===== src/rtl/game_pkg.sv =====
// ----------------------------------------------------------------------------
// game_pkg
// Shared game definitions used by the bullet pool and its step unit:
//   - direction encoding (0 up, 1 down, 2 left, 3 right)
//   - play-area bounds and tank/bullet footprints in pixels
//   - bullet slot record and pool sweep FSM states
// No ports (package).
// ----------------------------------------------------------------------------
package game_pkg;

  typedef enum logic [1:0] {
    DIR_UP    = 2'd0,
    DIR_DOWN  = 2'd1,
    DIR_LEFT  = 2'd2,
    DIR_RIGHT = 2'd3
  } dir_e;

  localparam int AREA_MIN_X = 4;
  localparam int AREA_MIN_Y = 4;
  localparam int AREA_MAX_X = 194;
  localparam int AREA_MAX_Y = 138;
  localparam int TANK_W     = 3;
  localparam int TANK_H     = 4;
  localparam int BULLET_SZ  = 2;

  typedef enum logic [2:0] {
    ST_IDLE,
    ST_SPAWN,
    ST_QUERY,
    ST_EVAL,
    ST_DONE
  } pool_state_e;

  typedef struct packed {
    logic       valid;
    logic [7:0] x;
    logic [7:0] y;
    dir_e       dir;
    logic       pierce;
    logic       fresh;
  } slot_t;

endpackage


===== src/rtl/bullet_pool_if.sv =====
// ----------------------------------------------------------------------------
// bullet_pool_if
// Groups every non-clock/reset signal of the bullet pool.
//   slave  : the bullet pool's view (game/tank/map/VGA inputs, query outputs)
//   master : the surrounding game's view
// Signals:
//   game_tick, game_start              game step strobe / play enable
//   fire_bullet, fire_spread,
//   fire_pierce, start_x/y, start_dir  spawn request from the tank
//   enemy_x/y, enemy_alive             opposing tank position
//   wall_x/y (pool out), wall_hit (in) wall map query
//   hit_enemy                          1-clk hit pulse to opposing tank
//   pix_x/y, bullet_pix                VGA per-pixel query
//   active_cnt                         number of live slots
// ----------------------------------------------------------------------------
interface bullet_pool_if;

  logic       game_tick;
  logic       game_start;
  logic       fire_bullet;
  logic       fire_spread;
  logic       fire_pierce;
  logic [7:0] start_x;
  logic [7:0] start_y;
  logic [1:0] start_dir;
  logic [7:0] enemy_x;
  logic [7:0] enemy_y;
  logic       enemy_alive;
  logic [7:0] wall_x;
  logic [7:0] wall_y;
  logic       wall_hit;
  logic       hit_enemy;
  logic [7:0] pix_x;
  logic [7:0] pix_y;
  logic       bullet_pix;
  logic [4:0] active_cnt;

  modport master (
    output game_tick, game_start, fire_bullet, fire_spread, fire_pierce,
           start_x, start_y, start_dir, enemy_x, enemy_y, enemy_alive,
           wall_hit, pix_x, pix_y,
    input  wall_x, wall_y, hit_enemy, bullet_pix, active_cnt
  );

  modport slave (
    input  game_tick, game_start, fire_bullet, fire_spread, fire_pierce,
           start_x, start_y, start_dir, enemy_x, enemy_y, enemy_alive,
           wall_hit, pix_x, pix_y,
    output wall_x, wall_y, hit_enemy, bullet_pix, active_cnt
  );

endinterface


===== src/rtl/bullet_step.sv =====
// ----------------------------------------------------------------------------
// bullet_step
// Combinational single-bullet motion step, shared by the whole pool sweep.
// Ports:
//   x_i, y_i   [7:0]  current bullet position
//   dir_i      dir_e  travel direction
//   speed_i    [7:0]  pixels per step
//   nx_o, ny_o [8:0]  next position; 9 bits so that moving past 0 shows up
//                     as a large value instead of wrapping into the field
//   oob_o             next position lies outside the play area
// ----------------------------------------------------------------------------
module bullet_step
  import game_pkg::*;
(
  input  logic [7:0] x_i,
  input  logic [7:0] y_i,
  input  dir_e       dir_i,
  input  logic [7:0] speed_i,
  output logic [8:0] nx_o,
  output logic [8:0] ny_o,
  output logic       oob_o
);

  // Move along one axis only; an underflow wraps to >= 256 and is
  // therefore caught by the upper-bound comparisons.
  always_comb begin
    nx_o = {1'b0, x_i};
    ny_o = {1'b0, y_i};
    case (dir_i)
      DIR_UP:    ny_o = {1'b0, y_i} - {1'b0, speed_i};
      DIR_DOWN:  ny_o = {1'b0, y_i} + {1'b0, speed_i};
      DIR_LEFT:  nx_o = {1'b0, x_i} - {1'b0, speed_i};
      DIR_RIGHT: nx_o = {1'b0, x_i} + {1'b0, speed_i};
      default:   nx_o = {1'b0, x_i};
    endcase
    oob_o = (nx_o < 9'(AREA_MIN_X)) | (nx_o > 9'(AREA_MAX_X)) |
            (ny_o < 9'(AREA_MIN_Y)) | (ny_o > 9'(AREA_MAX_Y));
  end

endmodule


===== src/rtl/bullet_pool.sv =====
// ----------------------------------------------------------------------------
// bullet_pool
// Owns every bullet one tank fires. Fire pulses are latched as a pending
// request; each game_tick runs one sweep that first spawns the pending
// bullets, then steps every live slot (query wall map, evaluate), and
// finally reports an enemy hit.
// Ports:
//   clk   system clock
//   rst   synchronous active-high reset
//   bus   bullet_pool_if.slave (tank fire, enemy position, wall map query,
//         hit_enemy pulse, VGA pixel query, active_cnt)
// Optional feature: define BULLET_LIFETIME_EN to give every bullet an age
// counter and expire it after LIFETIME steps.
// ----------------------------------------------------------------------------
module bullet_pool
  import game_pkg::*;
#(
  parameter int N_SLOTS       = 8,
  parameter int BULLET_SPEED  = 2,
  parameter int SPREAD_OFFSET = 3,
  parameter int LIFETIME      = 120
) (
  input  logic         clk,
  input  logic         rst,
  bullet_pool_if.slave bus
);

  localparam int IDX_W = $clog2(N_SLOTS);
  localparam logic [IDX_W-1:0] LAST_IDX = IDX_W'(N_SLOTS - 1);

  pool_state_e      state_q, state_d;
  logic [IDX_W-1:0] idx_q, idx_d;
  logic [1:0]       spawnCnt_q, spawnCnt_d;
  slot_t            slots_q [N_SLOTS];
  slot_t            slots_d [N_SLOTS];

  logic             pend_q, pend_d;
  logic             pendSpread_q, pendSpread_d;
  logic             pendPierce_q, pendPierce_d;
  logic [7:0]       pendX_q, pendX_d;
  logic [7:0]       pendY_q, pendY_d;
  dir_e             pendDir_q, pendDir_d;

  logic             hitFlag_q, hitFlag_d;
  logic             hitEnemy_q, hitEnemy_d;
  logic [7:0]       wallX_q, wallX_d;
  logic [7:0]       wallY_q, wallY_d;
  logic             bulletPix_q, bulletPix_d;
  logic [4:0]       activeCnt;

`ifdef BULLET_LIFETIME_EN
  localparam int AGE_W = $clog2(LIFETIME + 1);
  logic [AGE_W-1:0] age_q [N_SLOTS];
  logic [AGE_W-1:0] age_d [N_SLOTS];
`endif

  slot_t            cur;
  logic [8:0]       stepNx, stepNy;
  logic             stepOob;
  logic             freeFound;
  logic [IDX_W-1:0] freeIdx;
  logic [7:0]       spawnX, spawnY;
  logic             spawnLast, needEval, aged, freeNow, overlap, hitNow;
  logic             doSpawn, spawnExit, doQuery, doEval, doDone;

  assign cur = slots_q[idx_q];

  bullet_step u_step (
    .x_i     (cur.x),
    .y_i     (cur.y),
    .dir_i   (cur.dir),
    .speed_i (8'(BULLET_SPEED)),
    .nx_o    (stepNx),
    .ny_o    (stepNy),
    .oob_o   (stepOob)
  );

  // Lowest free slot; scanning downwards leaves the smallest index last.
  always_comb begin
    freeFound = 1'b0;
    freeIdx   = '0;
    for (int i = N_SLOTS - 1; i >= 0; i--) begin
      if (!slots_q[i].valid) begin
        freeFound = 1'b1;
        freeIdx   = IDX_W'(i);
      end
    end
  end

  // Spawn position for the bullet currently being placed: centre, then
  // +offset, then -offset, offset perpendicular to the travel direction.
  always_comb begin
    spawnX = pendX_q;
    spawnY = pendY_q;
    if (spawnCnt_q != 2'd0) begin
      if (pendDir_q == DIR_UP || pendDir_q == DIR_DOWN) begin
        spawnX = (spawnCnt_q == 2'd1) ? pendX_q + 8'(SPREAD_OFFSET)
                                      : pendX_q - 8'(SPREAD_OFFSET);
      end else begin
        spawnY = (spawnCnt_q == 2'd1) ? pendY_q + 8'(SPREAD_OFFSET)
                                      : pendY_q - 8'(SPREAD_OFFSET);
      end
    end
    spawnLast = !freeFound || (spawnCnt_q == (pendSpread_q ? 2'd2 : 2'd0));
  end

  // Retirement rules for the slot being evaluated, in priority order:
  // age expiry, play-area bounds, wall (unless piercing), enemy overlap.
  always_comb begin
    needEval = cur.valid & ~cur.fresh;
`ifdef BULLET_LIFETIME_EN
    aged = (age_q[idx_q] == AGE_W'(LIFETIME - 1));
`else
    aged = 1'b0;
`endif
    overlap = bus.enemy_alive &
              (stepNx + 9'(BULLET_SZ - 1) >= {1'b0, bus.enemy_x}) &
              (stepNx <= {1'b0, bus.enemy_x} + 9'(TANK_W - 1)) &
              (stepNy + 9'(BULLET_SZ - 1) >= {1'b0, bus.enemy_y}) &
              (stepNy <= {1'b0, bus.enemy_y} + 9'(TANK_H - 1));
    freeNow = aged | stepOob | (bus.wall_hit & ~cur.pierce);
    hitNow  = ~freeNow & overlap;
  end

  // FSM state register.
  always_ff @(posedge clk) begin
    if (rst) state_q <= ST_IDLE;
    else     state_q <= state_d;
  end

  // FSM next state; dropping game_start forces the sweep back to idle.
  always_comb begin
    state_d = state_q;
    case (state_q)
      ST_IDLE:  if (bus.game_tick) state_d = pend_q ? ST_SPAWN : ST_QUERY;
      ST_SPAWN: if (spawnLast) state_d = ST_QUERY;
      ST_QUERY: begin
        if (needEval)               state_d = ST_EVAL;
        else if (idx_q == LAST_IDX) state_d = ST_DONE;
      end
      ST_EVAL:  state_d = (idx_q == LAST_IDX) ? ST_DONE : ST_QUERY;
      ST_DONE:  state_d = ST_IDLE;
      default:  state_d = ST_IDLE;
    endcase
    if (!bus.game_start) state_d = ST_IDLE;
  end

  // FSM outputs: datapath strobes for the current state.
  always_comb begin
    doSpawn   = (state_q == ST_SPAWN) & freeFound;
    spawnExit = (state_q == ST_SPAWN) & spawnLast;
    doQuery   = (state_q == ST_QUERY) & needEval;
    doEval    = (state_q == ST_EVAL);
    doDone    = (state_q == ST_DONE);
  end

  // Slot storage and sweep bookkeeping.
  always_comb begin
    slots_d    = slots_q;
`ifdef BULLET_LIFETIME_EN
    age_d      = age_q;
`endif
    idx_d      = '0;
    spawnCnt_d = (state_q == ST_SPAWN) ? spawnCnt_q + 2'd1 : 2'd0;
    if (state_q == ST_EVAL || (state_q == ST_QUERY && !needEval)) begin
      idx_d = idx_q + 1'b1;
    end else if (state_q == ST_QUERY) begin
      idx_d = idx_q;
    end
    if (doSpawn) begin
      slots_d[freeIdx].valid  = 1'b1;
      slots_d[freeIdx].x      = spawnX;
      slots_d[freeIdx].y      = spawnY;
      slots_d[freeIdx].dir    = pendDir_q;
      slots_d[freeIdx].pierce = pendPierce_q;
      slots_d[freeIdx].fresh  = 1'b1;
`ifdef BULLET_LIFETIME_EN
      age_d[freeIdx] = '0;
`endif
    end
    if (doEval) begin
`ifdef BULLET_LIFETIME_EN
      age_d[idx_q] = age_q[idx_q] + 1'b1;
`endif
      if (freeNow || hitNow) begin
        slots_d[idx_q].valid = 1'b0;
      end else begin
        slots_d[idx_q].x = stepNx[7:0];
        slots_d[idx_q].y = stepNy[7:0];
      end
    end
    if (doDone) begin
      for (int i = 0; i < N_SLOTS; i++) slots_d[i].fresh = 1'b0;
    end
    if (!bus.game_start) begin
      for (int i = 0; i < N_SLOTS; i++) slots_d[i] = '0;
    end
  end

  // Pending fire request: only the first fire is kept until SPAWN consumes it.
  always_comb begin
    pend_d       = pend_q;
    pendSpread_d = pendSpread_q;
    pendPierce_d = pendPierce_q;
    pendX_d      = pendX_q;
    pendY_d      = pendY_q;
    pendDir_d    = pendDir_q;
    if (spawnExit) pend_d = 1'b0;
    if (bus.fire_bullet && !pend_q) begin
      pend_d       = 1'b1;
      pendSpread_d = bus.fire_spread;
      pendPierce_d = bus.fire_pierce;
      pendX_d      = bus.start_x;
      pendY_d      = bus.start_y;
      pendDir_d    = dir_e'(bus.start_dir);
    end
    if (!bus.game_start) pend_d = 1'b0;
  end

  // Wall query point, hit reporting and VGA pixel lookup.
  always_comb begin
    wallX_d    = doQuery ? stepNx[7:0] : wallX_q;
    wallY_d    = doQuery ? stepNy[7:0] : wallY_q;
    hitFlag_d  = doDone ? 1'b0 : (hitFlag_q | (doEval & hitNow));
    hitEnemy_d = doDone & hitFlag_q;
    if (!bus.game_start) begin
      hitFlag_d  = 1'b0;
      hitEnemy_d = 1'b0;
    end
    bulletPix_d = 1'b0;
    activeCnt   = '0;
    for (int i = 0; i < N_SLOTS; i++) begin
      activeCnt = activeCnt + 5'(slots_q[i].valid);
      if (slots_q[i].valid &&
          bus.pix_x >= slots_q[i].x &&
          {1'b0, bus.pix_x} <= {1'b0, slots_q[i].x} + 9'(BULLET_SZ - 1) &&
          bus.pix_y >= slots_q[i].y &&
          {1'b0, bus.pix_y} <= {1'b0, slots_q[i].y} + 9'(BULLET_SZ - 1)) begin
        bulletPix_d = 1'b1;
      end
    end
  end

  // Datapath registers.
  always_ff @(posedge clk) begin
    if (rst) begin
      for (int i = 0; i < N_SLOTS; i++) begin
        slots_q[i] <= '0;
`ifdef BULLET_LIFETIME_EN
        age_q[i]   <= '0;
`endif
      end
      idx_q        <= '0;
      spawnCnt_q   <= '0;
      pend_q       <= 1'b0;
      pendSpread_q <= 1'b0;
      pendPierce_q <= 1'b0;
      pendX_q      <= '0;
      pendY_q      <= '0;
      pendDir_q    <= DIR_UP;
      hitFlag_q    <= 1'b0;
      hitEnemy_q   <= 1'b0;
      wallX_q      <= '0;
      wallY_q      <= '0;
      bulletPix_q  <= 1'b0;
    end else begin
      slots_q      <= slots_d;
`ifdef BULLET_LIFETIME_EN
      age_q        <= age_d;
`endif
      idx_q        <= idx_d;
      spawnCnt_q   <= spawnCnt_d;
      pend_q       <= pend_d;
      pendSpread_q <= pendSpread_d;
      pendPierce_q <= pendPierce_d;
      pendX_q      <= pendX_d;
      pendY_q      <= pendY_d;
      pendDir_q    <= pendDir_d;
      hitFlag_q    <= hitFlag_d;
      hitEnemy_q   <= hitEnemy_d;
      wallX_q      <= wallX_d;
      wallY_q      <= wallY_d;
      bulletPix_q  <= bulletPix_d;
    end
  end

  assign bus.wall_x     = wallX_q;
  assign bus.wall_y     = wallY_q;
  assign bus.hit_enemy  = hitEnemy_q;
  assign bus.bullet_pix = bulletPix_q;
  assign bus.active_cnt = activeCnt;

endmodule


===== src/flat_wrapper.sv =====
// flat-port wrapper written by rule: the top's interface ports become plain ports
module bullet_pool_flat import game_pkg::*;
#(
  parameter int N_SLOTS       = 8,
  parameter int BULLET_SPEED  = 2,
  parameter int SPREAD_OFFSET = 3,
  parameter int LIFETIME      = 120
)
  (clk, rst, bus_game_tick, bus_game_start, bus_fire_bullet, bus_fire_spread, bus_fire_pierce, bus_start_x, bus_start_y, bus_start_dir, bus_enemy_x, bus_enemy_y, bus_enemy_alive, bus_wall_hit, bus_pix_x, bus_pix_y, bus_wall_x, bus_wall_y, bus_hit_enemy, bus_bullet_pix, bus_active_cnt);
  bullet_pool_if bus_i ();
  input  logic clk;
  input  logic rst;
  input wire logic [$bits(bus_i.game_tick)-1:0] bus_game_tick;
  input wire logic [$bits(bus_i.game_start)-1:0] bus_game_start;
  input wire logic [$bits(bus_i.fire_bullet)-1:0] bus_fire_bullet;
  input wire logic [$bits(bus_i.fire_spread)-1:0] bus_fire_spread;
  input wire logic [$bits(bus_i.fire_pierce)-1:0] bus_fire_pierce;
  input wire logic [$bits(bus_i.start_x)-1:0] bus_start_x;
  input wire logic [$bits(bus_i.start_y)-1:0] bus_start_y;
  input wire logic [$bits(bus_i.start_dir)-1:0] bus_start_dir;
  input wire logic [$bits(bus_i.enemy_x)-1:0] bus_enemy_x;
  input wire logic [$bits(bus_i.enemy_y)-1:0] bus_enemy_y;
  input wire logic [$bits(bus_i.enemy_alive)-1:0] bus_enemy_alive;
  input wire logic [$bits(bus_i.wall_hit)-1:0] bus_wall_hit;
  input wire logic [$bits(bus_i.pix_x)-1:0] bus_pix_x;
  input wire logic [$bits(bus_i.pix_y)-1:0] bus_pix_y;
  output wire logic [$bits(bus_i.wall_x)-1:0] bus_wall_x;
  output wire logic [$bits(bus_i.wall_y)-1:0] bus_wall_y;
  output wire logic [$bits(bus_i.hit_enemy)-1:0] bus_hit_enemy;
  output wire logic [$bits(bus_i.bullet_pix)-1:0] bus_bullet_pix;
  output wire logic [$bits(bus_i.active_cnt)-1:0] bus_active_cnt;
  assign bus_i.game_tick = bus_game_tick;
  assign bus_i.game_start = bus_game_start;
  assign bus_i.fire_bullet = bus_fire_bullet;
  assign bus_i.fire_spread = bus_fire_spread;
  assign bus_i.fire_pierce = bus_fire_pierce;
  assign bus_i.start_x = bus_start_x;
  assign bus_i.start_y = bus_start_y;
  assign bus_i.start_dir = bus_start_dir;
  assign bus_i.enemy_x = bus_enemy_x;
  assign bus_i.enemy_y = bus_enemy_y;
  assign bus_i.enemy_alive = bus_enemy_alive;
  assign bus_i.wall_hit = bus_wall_hit;
  assign bus_i.pix_x = bus_pix_x;
  assign bus_i.pix_y = bus_pix_y;
  assign bus_wall_x = bus_i.wall_x;
  assign bus_wall_y = bus_i.wall_y;
  assign bus_hit_enemy = bus_i.hit_enemy;
  assign bus_bullet_pix = bus_i.bullet_pix;
  assign bus_active_cnt = bus_i.active_cnt;
  bullet_pool #(.N_SLOTS(N_SLOTS), .BULLET_SPEED(BULLET_SPEED), .SPREAD_OFFSET(SPREAD_OFFSET), .LIFETIME(LIFETIME)) u_core (.clk(clk), .rst(rst), .bus(bus_i));
endmodule

===== config.mk =====
export PLATFORM = sky130hd
export DESIGN_NAME = bullet_pool_flat
export DESIGN_NICKNAME = d
export VERILOG_FILES = /design/src/rtl/game_pkg.sv /design/src/rtl/bullet_pool_if.sv /design/src/rtl/bullet_step.sv /design/src/rtl/bullet_pool.sv /design/src/flat_wrapper.sv
export SDC_FILE = /design/constraint.sdc
export NUM_CORES = 1
export LEC_CHECK = 0
export BUFFER_PORTS_ARGS = -buffer_cell sky130_fd_sc_hd__clkbuf_2
export CORE_UTILIZATION = 60
export DETAILED_ROUTE_END_ITERATION = 16
export GPL_TIMING_DRIVEN = 0
export PLACE_DENSITY = 0.89
export SETUP_SLACK_MARGIN = 0.1
export SYNTH_ARGS = -nofsm -noshare
export SYNTH_HDL_FRONTEND = slang
export SYNTH_SLANG_ARGS = --single-unit

===== constraint.sdc =====
create_clock -name clk -period 15.7 [get_ports clk]
set_input_delay 1.57 -clock clk [delete_from_list [all_inputs] [get_ports clk]]
set_output_delay 1.57 -clock clk [all_outputs]
set_load 0.01 [all_outputs]

==> implementation parameters, run 1 <==
Parameter                              Value

Outcome
  Outcome    finished, violations left
  Violated checks    max-capacitance violations, max-slew violations

Clock network
  Clk sink count    216
  Clock tree from TritonCTS    done
  Total of hold buffers inserted after clock tree synthesis    0
  Clock latency on the worst-skew pair    between 0.5 and 0.6 ns
  Clock Tree Root    sky130_fd_sc_hd__clkbuf_16
  Number of levels the H-tree was split into    1
  Clock input transition at the sequential cells of the worst setup and hold paths    around 0.060 ns
  CTS buffer count    24
  Maximum buffer depth of the clock tree    3
  Number of gates resized after cts    0
  Post-CTS setup buffer count    0

Critical path
  Worst EP required    roughly 16 ns
  Maximum fanout along the worst path    10
  Slowest Stage Delay on Critical Path    0.62 ns
  Number of buffer and inverter stages on the critical path    5
  Worst Reg2Reg Path Length in Cells    24
  Crit-path cells    buf_4 -> nand2b_2 -> o22ai_1 -> o21ai_2 -> buf_2 -> buf_1 -> nand2_1 -> fa_1 -> a21o_1 -> a21oi_1 -> xor2_1 -> nor2_1 -> a21oi_1 -> inv_1 -> ha_1 -> a21o_1 -> a21oi_1 -> o31ai_1 -> a21o_1 -> a311oi_1 -> o311ai_4 -> nand2_2 -> buf_2 -> mux2i_1
  CP delay by family, top    compound AO/OA/AOI/OAI gates
  WP data arrival    8.01 ns
  Reg-to-reg startpoint    u_core.idx_q[1]$_SDFFE_PP0P_
  Kind of start point of the critical path    flop
  Cell with the largest stage delay on the worst path    sky130_fd_sc_hd__dfxtp_1
  Type of element capturing the critical path    flop
  Class of the most critical setup path    reg -> reg
  Reg2reg setup slack    8.14 ns
  RR Endpoint    u_core.slots_q[59]$_SDFF_PP0_

Detailed routing
  Number of DRC markers after the initial detailed-route iteration    2331
  Wire length per cell after detailed routing    roughly 25 µm
  Via/cell ratio    roughly 6.6
  Topmost layer with routed signal wires    met4
  Post-detailed-route DRC marker count    0
  Vias    between 20000 and 25000
  Wire length the detailed router placed on met1    29.4 mm
  Metal3 WL    about 8.4 mm
  Detailed-router iteration count before antenna repair    6
  Routed wire length on met2    34.1 mm
  Number of nets with antenna violations after detailed routing    0
  Routed wire length    77.5 mm

Placement
  Hpwl dp    60.8 mm
  Number of input and output port buffers inserted    79
  Global placement routability congestion    1.06

Layout
  Fraction of layout instances using a drive strength above 1    7.74%
  Final Net Count    3066
  Area grow syn2layout    8.38%
  Finished Core Util    65.8%

Yosys
  Area leader, netlist    sky130_fd_sc_hd__dfxtp_1
  Flip-flop cell with the highest count after synthesis    sky130_fd_sc_hd__dfxtp_1
  Top post-synthesis cells by area    sky130_fd_sc_hd__dfxtp_1 21%, sky130_fd_sc_hd__ha_1 20%, sky130_fd_sc_hd__mux2i_1 7.3%, sky130_fd_sc_hd__xnor2_1 5.4%, sky130_fd_sc_hd__nand2_1 4.9%
  Register area share after synthesis    20.7%
  Synthesized area per cell    8.19 µm²
  Count of synthesis-stage warnings from yosys    0
  Post-synthesis cell area    20900 µm²
  Yosys cell types    88
  Share of the synthesized area in the top cell type    approximately a fifth
  Synthesized netlist net count    2961
  Post-synthesis instance total    2553
  Flip-flop and latch count after synthesis    216
  Post-synthesis async set-or-reset flop share    0%
  EDFF count, synth    0

Floorplan
  Area of the core    34500 µm²
  Starting Density    60.7%
  Site Rows    between 60 and 70
  Top Ports    82
  Die area    about 36000 µm²
  Height of the die    189 µm
  Die extent in x    189 µm

Power and ir drop
  Leak Pwr    9.09 nW
  Max IR drop VDD    roughly 0.094 mV
  Overall Power    approximately 1.4 mW
  Areal power density over the cells    between 60 and 70 nW/µm²

Global route
  Grt ovf    0
  Initial antenna violation count    3
  Global-route total usage across every layer    a little over two fifths
  Number of global-route vias before repair    roughly 20000
  Wire length of the first global-routing pass    approximately 120 mm
  Largest net degree at the start of global routing    17

STA
  Highest attainable clock frequency    0.132 GHz
  Transition time of the tightest slew-check pin    1.61 ns
  Fin Setup TNS    0 ns
  Setup skew after layout    0.0335 ns
  Tmin final    7.56 ns
  Setup repair after global routing missed its margin    no
  Worst relative slew slack    -8.16%
  Slew Limit Fails    9
  Final hold violation count    0
  Final setup violation count    0
  Ratio of final minimum period to clock period    48.1%

Job
  Count of max-cap constraint violations    1

Min path
  Hold Crit Class    reg -> reg
  Cell depth of the worst min-delay path    2
-- tightest hold or removal path: cells and delay by family (launching register included) --
family / cells / cell delay, ns
AND/OR/NAND/NOR: 1 / 0.05
flip-flops: 1 / 0.31
AO/OA/AOI/OAI: 1 / 0.05
-- per-stage QoR --
step	area [µm²]	setup WS, ns	std cells	hold WS, ns
detailed placement	21900	8.27	3087	0.446
floorplan	20900	10.07	2553	0.432
global placement	21900	8.38	3087	0.438
finish	22700	8.14	3132	0.454
global route	22700	7.84	3130	0.467
CTS	22700	8.24	3130	0.454
-- power breakdown --
group	internal, mW	leakage, nW	switching (mW)
combinational	0.0913	6.96	0.162
clock	0.323	0.383	0.250
sequential	0.552	1.74	0.00369
total	0.966	9.09	0.416
-- logic make-up after synthesis --
group           synth area share, %
xor+xnor                       6.15
simple gates                   16.3
buf+inv                        6.47
flops                          20.7
fa+ha+maj                      21.2
mux                            9.49
other cells                  0.0179
compound gates                 19.8
-- worst max-delay path by stage --
| stage | startpoint | end | slack, ns | depth (start not counted) |
|---|---|---|---|---|
| after floorplan | u_core.idx_q[1]$_SDFFE_PP0P_ | u_core.slots_q[103]$_SDFF_PP0_ | 10.07 | 25 |
| after global placement | u_core.idx_q[1]$_SDFFE_PP0P_ | u_core.slots_q[48]$_SDFF_PP0_ | 8.38 | 24 |
| after global routing | u_core.idx_q[1]$_SDFFE_PP0P_ | u_core.slots_q[47]$_SDFF_PP0_ | 7.84 | 24 |
| final | u_core.idx_q[1]$_SDFFE_PP0P_ | u_core.slots_q[59]$_SDFF_PP0_ | 8.14 | 24 |
| after detailed placement | u_core.idx_q[1]$_SDFFE_PP0P_ | u_core.slots_q[61]$_SDFF_PP0_ | 8.27 | 24 |
| after CTS | u_core.idx_q[1]$_SDFFE_PP0P_ | u_core.slots_q[59]$_SDFF_PP0_ | 8.24 | 24 |
-- synthesized netlist by cell type (18+ instances only) --
cell,number
sky130_fd_sc_hd__o211ai_1,89
sky130_fd_sc_hd__nor3_1,50
sky130_fd_sc_hd__ha_1,341
sky130_fd_sc_hd__dfxtp_1,216
sky130_fd_sc_hd__nor2b_1,24
sky130_fd_sc_hd__a211oi_1,29
sky130_fd_sc_hd__xor2_1,18
sky130_fd_sc_hd__nor2_1,140
sky130_fd_sc_hd__a211o_1,18
sky130_fd_sc_hd__o21ai_0,97
sky130_fd_sc_hd__a21oi_1,147
sky130_fd_sc_hd__nand2_1,274
sky130_fd_sc_hd__xnor2_1,129
sky130_fd_sc_hd__nand3_1,106
sky130_fd_sc_hd__clkbuf_1,80
sky130_fd_sc_hd__mux2i_1,152
sky130_fd_sc_hd__o21a_1,37
sky130_fd_sc_hd__nand2b_1,25
sky130_fd_sc_hd__inv_1,210
sky130_fd_sc_hd__nand4_1,25
sky130_fd_sc_hd__a21o_1,51
-- layout by cell type, fill, tap and decap left out, types with 85 or more instances in the layout --
cell type,count
sky130_fd_sc_hd__ha_1,341
sky130_fd_sc_hd__nand2_1,274
sky130_fd_sc_hd__dfxtp_1,216
sky130_fd_sc_hd__inv_1,210
sky130_fd_sc_hd__mux2i_1,151
sky130_fd_sc_hd__a21oi_1,147
sky130_fd_sc_hd__nor2_1,140
sky130_fd_sc_hd__xnor2_1,129
sky130_fd_sc_hd__nand3_1,106
sky130_fd_sc_hd__o21ai_0,97
sky130_fd_sc_hd__o211ai_1,89
sky130_fd_sc_hd__clkbuf_1,85
-- layer usage --
metal / vias up / track usage, %
met5: - / 0
met4: 0 / 27.9
met3: 344 / 8.08
met2: 1282 / 68.2
met1: 9775 / 52.0
li1: 9378 / -
-- area by class of cell --
class                           instances  area, µm²
Multi-Input combinational cell       2007      15200
Fill cell                            2921      11800
Sequential cell                       216       4320
Inverter                              217        815
Clock buffer                           34        688
Tap cell                              455        569
Buffer                                113        539
Timing Repair Buffer                   79        395
Clock inverter                          9       91.3
Antenna cell                            2       5.00
Note: power is estimated with default switching activity, not from simulation.
==> inputs of run 2 (changes only) <==
Settings changed: CORE_UTILIZATION 60 to 58.
Clock period 15.7 ns to 6.2 ns, I/O delays scaled along.
==> implementation parameters, run 2 (synthesis gave the netlist of run 1 again) <==
Parameter                              Value

Global route
  Initial antenna violation count    0 (was 3)
  Grt ovf    0 (unchanged)
  Met1 capacity usage during global routing    49.0% (was 52.0%)
  Fraction of met2 tracks used by global routing    64.8% (was 68.2%)
  Grt met3 use    9.83% (was 8.08%)
  Largest net degree at the start of global routing    17 (unchanged)
  Number of global-route vias before repair    20172 (was 19921)
  Global-route total usage across every layer    40.7% (was 42.6%)
  Peak-usage layer in the global routing report    met2 (unchanged)
  Wire length of the first global-routing pass    114 mm (was 116 mm)

Floorplan
  Top Ports    82 (unchanged)
  Site Rows    69 (was 68)
  Height of the die    192 µm (was 189 µm)
  Area of the core    35600 µm² (was 34500 µm²)
  Starting Density    58.8% (was 60.7%)
  Die extent in x    192 µm (was 189 µm)
  Die area    36800 µm² (was 35600 µm²)

STA
  Ratio of final minimum period to clock period    95.1% (was 48.1%)
  Slew Limit Fails    0 (was 9)
  Worst relative slew slack    10.9% (was -8.16%)
  Highest attainable clock frequency    0.170 GHz (was 0.132 GHz)
  Tmin final    5.89 ns (was 7.56 ns)
  Final setup violation count    0 (unchanged)
  Setup repair after global routing missed its margin    no (unchanged)
  Setup skew after layout    0.0428 ns (was 0.0335 ns)
  Worst hold margin    0.280 ns (was 0.454 ns)
  Final hold violation count    0 (unchanged)
  Fin Setup TNS    0 ns (unchanged)
  Transition time of the tightest slew-check pin    1.30 ns (was 1.61 ns)

Critical path
  Maximum fanout along the worst path    10 (unchanged)
  Kind of start point of the critical path    flop (unchanged)
  Number of buffer and inverter stages on the critical path    6 (was 5)
  Cell with the largest stage delay on the worst path    sky130_fd_sc_hd__dfxtp_4 (was sky130_fd_sc_hd__dfxtp_1)
  Reg2reg setup slack    0.31 ns (was 8.14 ns)
  Type of element capturing the critical path    flop (unchanged)
  Reg-to-reg startpoint    u_core.idx_q[1]$_SDFFE_PP0P_ (unchanged)
  Slowest Stage Delay on Critical Path    0.44 ns (was 0.62 ns)
  Worst Reg2Reg Path Length in Cells    25 (was 24)
  Class of the most critical setup path    reg -> reg (unchanged)
  CP delay by family, top    compound AO/OA/AOI/OAI gates (unchanged)
  RR Endpoint    u_core.slots_q[93]$_SDFF_PP0_ (was u_core.slots_q[59]$_SDFF_PP0_)
  Most frequent CP cell    sky130_fd_sc_hd__buf_6
  WP data arrival    6.28 ns (was 8.01 ns)
  Worst EP required    6.59 ns (was 16.16 ns)

Placement
  Number of input and output port buffers inserted    79 (unchanged)
  Placed Area    21900 µm² (about the same)
  Hpwl dp    59.0 mm (was 60.8 mm)
  Global placement routability congestion    1.09 (was 1.06)

Job
  Count of max-cap constraint violations    0 (was 1)

Detailed routing
  Number of nets with antenna violations after detailed routing    0 (unchanged)
  Detailed-router iteration count before antenna repair    14 (was 6)
  Number of DRC markers after the initial detailed-route iteration    2314 (was 2331)
  Via/cell ratio    6.68 (was 6.63)
  Post-detailed-route DRC marker count    0 (unchanged)
  Wire length per cell after detailed routing    24.0 µm (was 24.7 µm)
  Routed wire length    75.5 mm (was 77.5 mm)
  Vias    20974 (was 20779)

Outcome
  Outcome    complete, no violations (was finished, violations left)

Layout
  Area grow syn2layout    9.43% (was 8.38%)
  Fraction of layout instances using a drive strength above 1    8.55% (was 7.74%)
  Final Net Count    3071 (was 3066)
  Post-route cell area    22900 µm² (was 22700 µm²)
  Finished Core Util    64.4% (was 65.8%)
  Most common library cell in the layout ignoring fill and taps    sky130_fd_sc_hd__ha_1 (unchanged)
  Commonest cells after routing, fill and taps aside    341 x sky130_fd_sc_hd__ha_1, 272 x sky130_fd_sc_hd__nand2_1, 214 x sky130_fd_sc_hd__dfxtp_1, 209 x sky130_fd_sc_hd__inv_1, 151 x sky130_fd_sc_hd__mux2i_1 (was 341 x sky130_fd_sc_hd__ha_1, 274 x sky130_fd_sc_hd__nand2_1, 216 x sky130_fd_sc_hd__dfxtp_1, 210 x sky130_fd_sc_hd__inv_1, 151 x sky130_fd_sc_hd__mux2i_1)
  Antenna diode count    0 (was 2)

Power and ir drop
  Leak Pwr    9.18 nW (was 9.09 nW)
  Areal power density over the cells    158 nW/µm² (was 61.0 nW/µm²)
  Max IR drop VDD    0.226 mV (was 0.0943 mV)

Min path
  Hold Crit Class    in -> reg (was reg -> reg)
  Cell depth of the worst min-delay path    3 (was 2)
  Hold path endpoint    u_core.pendX_q[0]$_SDFFE_PP0P_
  Start point of the worst hold path    bus_start_x[0]

Clock network
  Clock Tree Root    sky130_fd_sc_hd__clkbuf_16 (unchanged)
  CTS buffer count    24 (unchanged)
  Maximum buffer depth of the clock tree    3 (unchanged)
  Total of hold buffers inserted after clock tree synthesis    0 (unchanged)
  Number of levels the H-tree was split into    1 (unchanged)
  Clk sink count    216 (unchanged)
  Clock input transition at the sequential cells of the worst setup and hold paths    0.06 ns (about the same)
  Clock latency on the worst-skew pair    0.57 ns (was 0.55 ns)
  Clock tree from TritonCTS    done (unchanged)
## run 2: worst max-delay path by stage
| stage | to | slack, ns | cells after the start | start |
|---|---|---|---|---|
| 6_report | u_core.slots_q[93]$_SDFF_PP0_ | 0.31 | 25 | u_core.idx_q[1]$_SDFFE_PP0P_ |
| 5_1_grt | u_core.slots_q[101]$_SDFF_PP0_ | 0.11 | 27 | u_core.idx_q[2]$_SDFFE_PP0P_ |
| 4_1_cts | u_core.slots_q[18]$_SDFF_PP0_ | 0.20 | 26 | u_core.idx_q[1]$_SDFFE_PP0P_ |
| 3_5_place_dp | u_core.slots_q[47]$_SDFF_PP0_ | -1.03 | 24 | u_core.idx_q[1]$_SDFFE_PP0P_ |
| 3_3_place_gp | u_core.slots_q[47]$_SDFF_PP0_ | -0.98 | 24 | u_core.idx_q[1]$_SDFFE_PP0P_ |
| 2_1_floorplan | u_core.slots_q[103]$_SDFF_PP0_ | 0.57 | 25 | u_core.idx_q[1]$_SDFFE_PP0P_ |
## run 2: metal layers
metal | share of wire (%) | wire length (µm) | vias to the layer above
met5 | 0 | 0 | -
met4 | 7.6 | 5770 | 0
met3 | 12 | 8880 | 359
met2 | 43 | 32700 | 1350
met1 | 37 | 28100 | 9878
li1 | - | - | 9387
## run 2: cell type report
| cell class | instances | area (µm²) |
|---|---|---|
| Multi-Input combinational cell | 2007 | 15300 |
| Fill cell | 3020 | 12700 |
| Sequential cell | 216 | 4330 |
| Inverter | 217 | 818 |
| Clock buffer | 31 | 657 |
| Tap cell | 461 | 577 |
| Buffer | 113 | 564 |
| Timing Repair Buffer | 84 | 445 |
| Clock inverter | 11 | 186 |
## run 2: repair_timing
item                       in CTS  in global routing
pin swaps                       2                  2
setup endpoints to repair     121                 95
gates resized for setup        13                 17
buffers inserted                3                  2
## run 2: power breakdown
part | internal (mW) | switching (mW)
Sequential | 1.40 | 0.00939
Combinational | 0.237 | 0.407
Clock | 0.918 | 0.640
Total | 2.55 | 1.06
## run 2: metrics by stage
| stage | power (mW) | setup WS [ns] | instances |
|---|---|---|---|
| final | 3.61 | 0.306 | 3140 |
| after global routing | 3.71 | 0.108 | 3140 |
| after CTS | 3.56 | 0.202 | 3138 |
| after detailed placement | 2.05 | -1.03 | 3093 |
| after global placement | 2.02 | -0.982 | 3093 |
| after floorplan | 1.84 | 0.570 | 2553 |
## run 2: worst reg2reg max path, delay by kind of cell, from the launching register on
kind                       cells  cell delay [ns]
AOI/OAI and AO/OA             10             1.78
buffers and inverters          6             1.10
muxes                          3             0.81
adders and majority gates      2             0.67
and+or+nand+nor                3             0.61
DFF                            1             0.44
xor gates and xnor gates       1             0.32
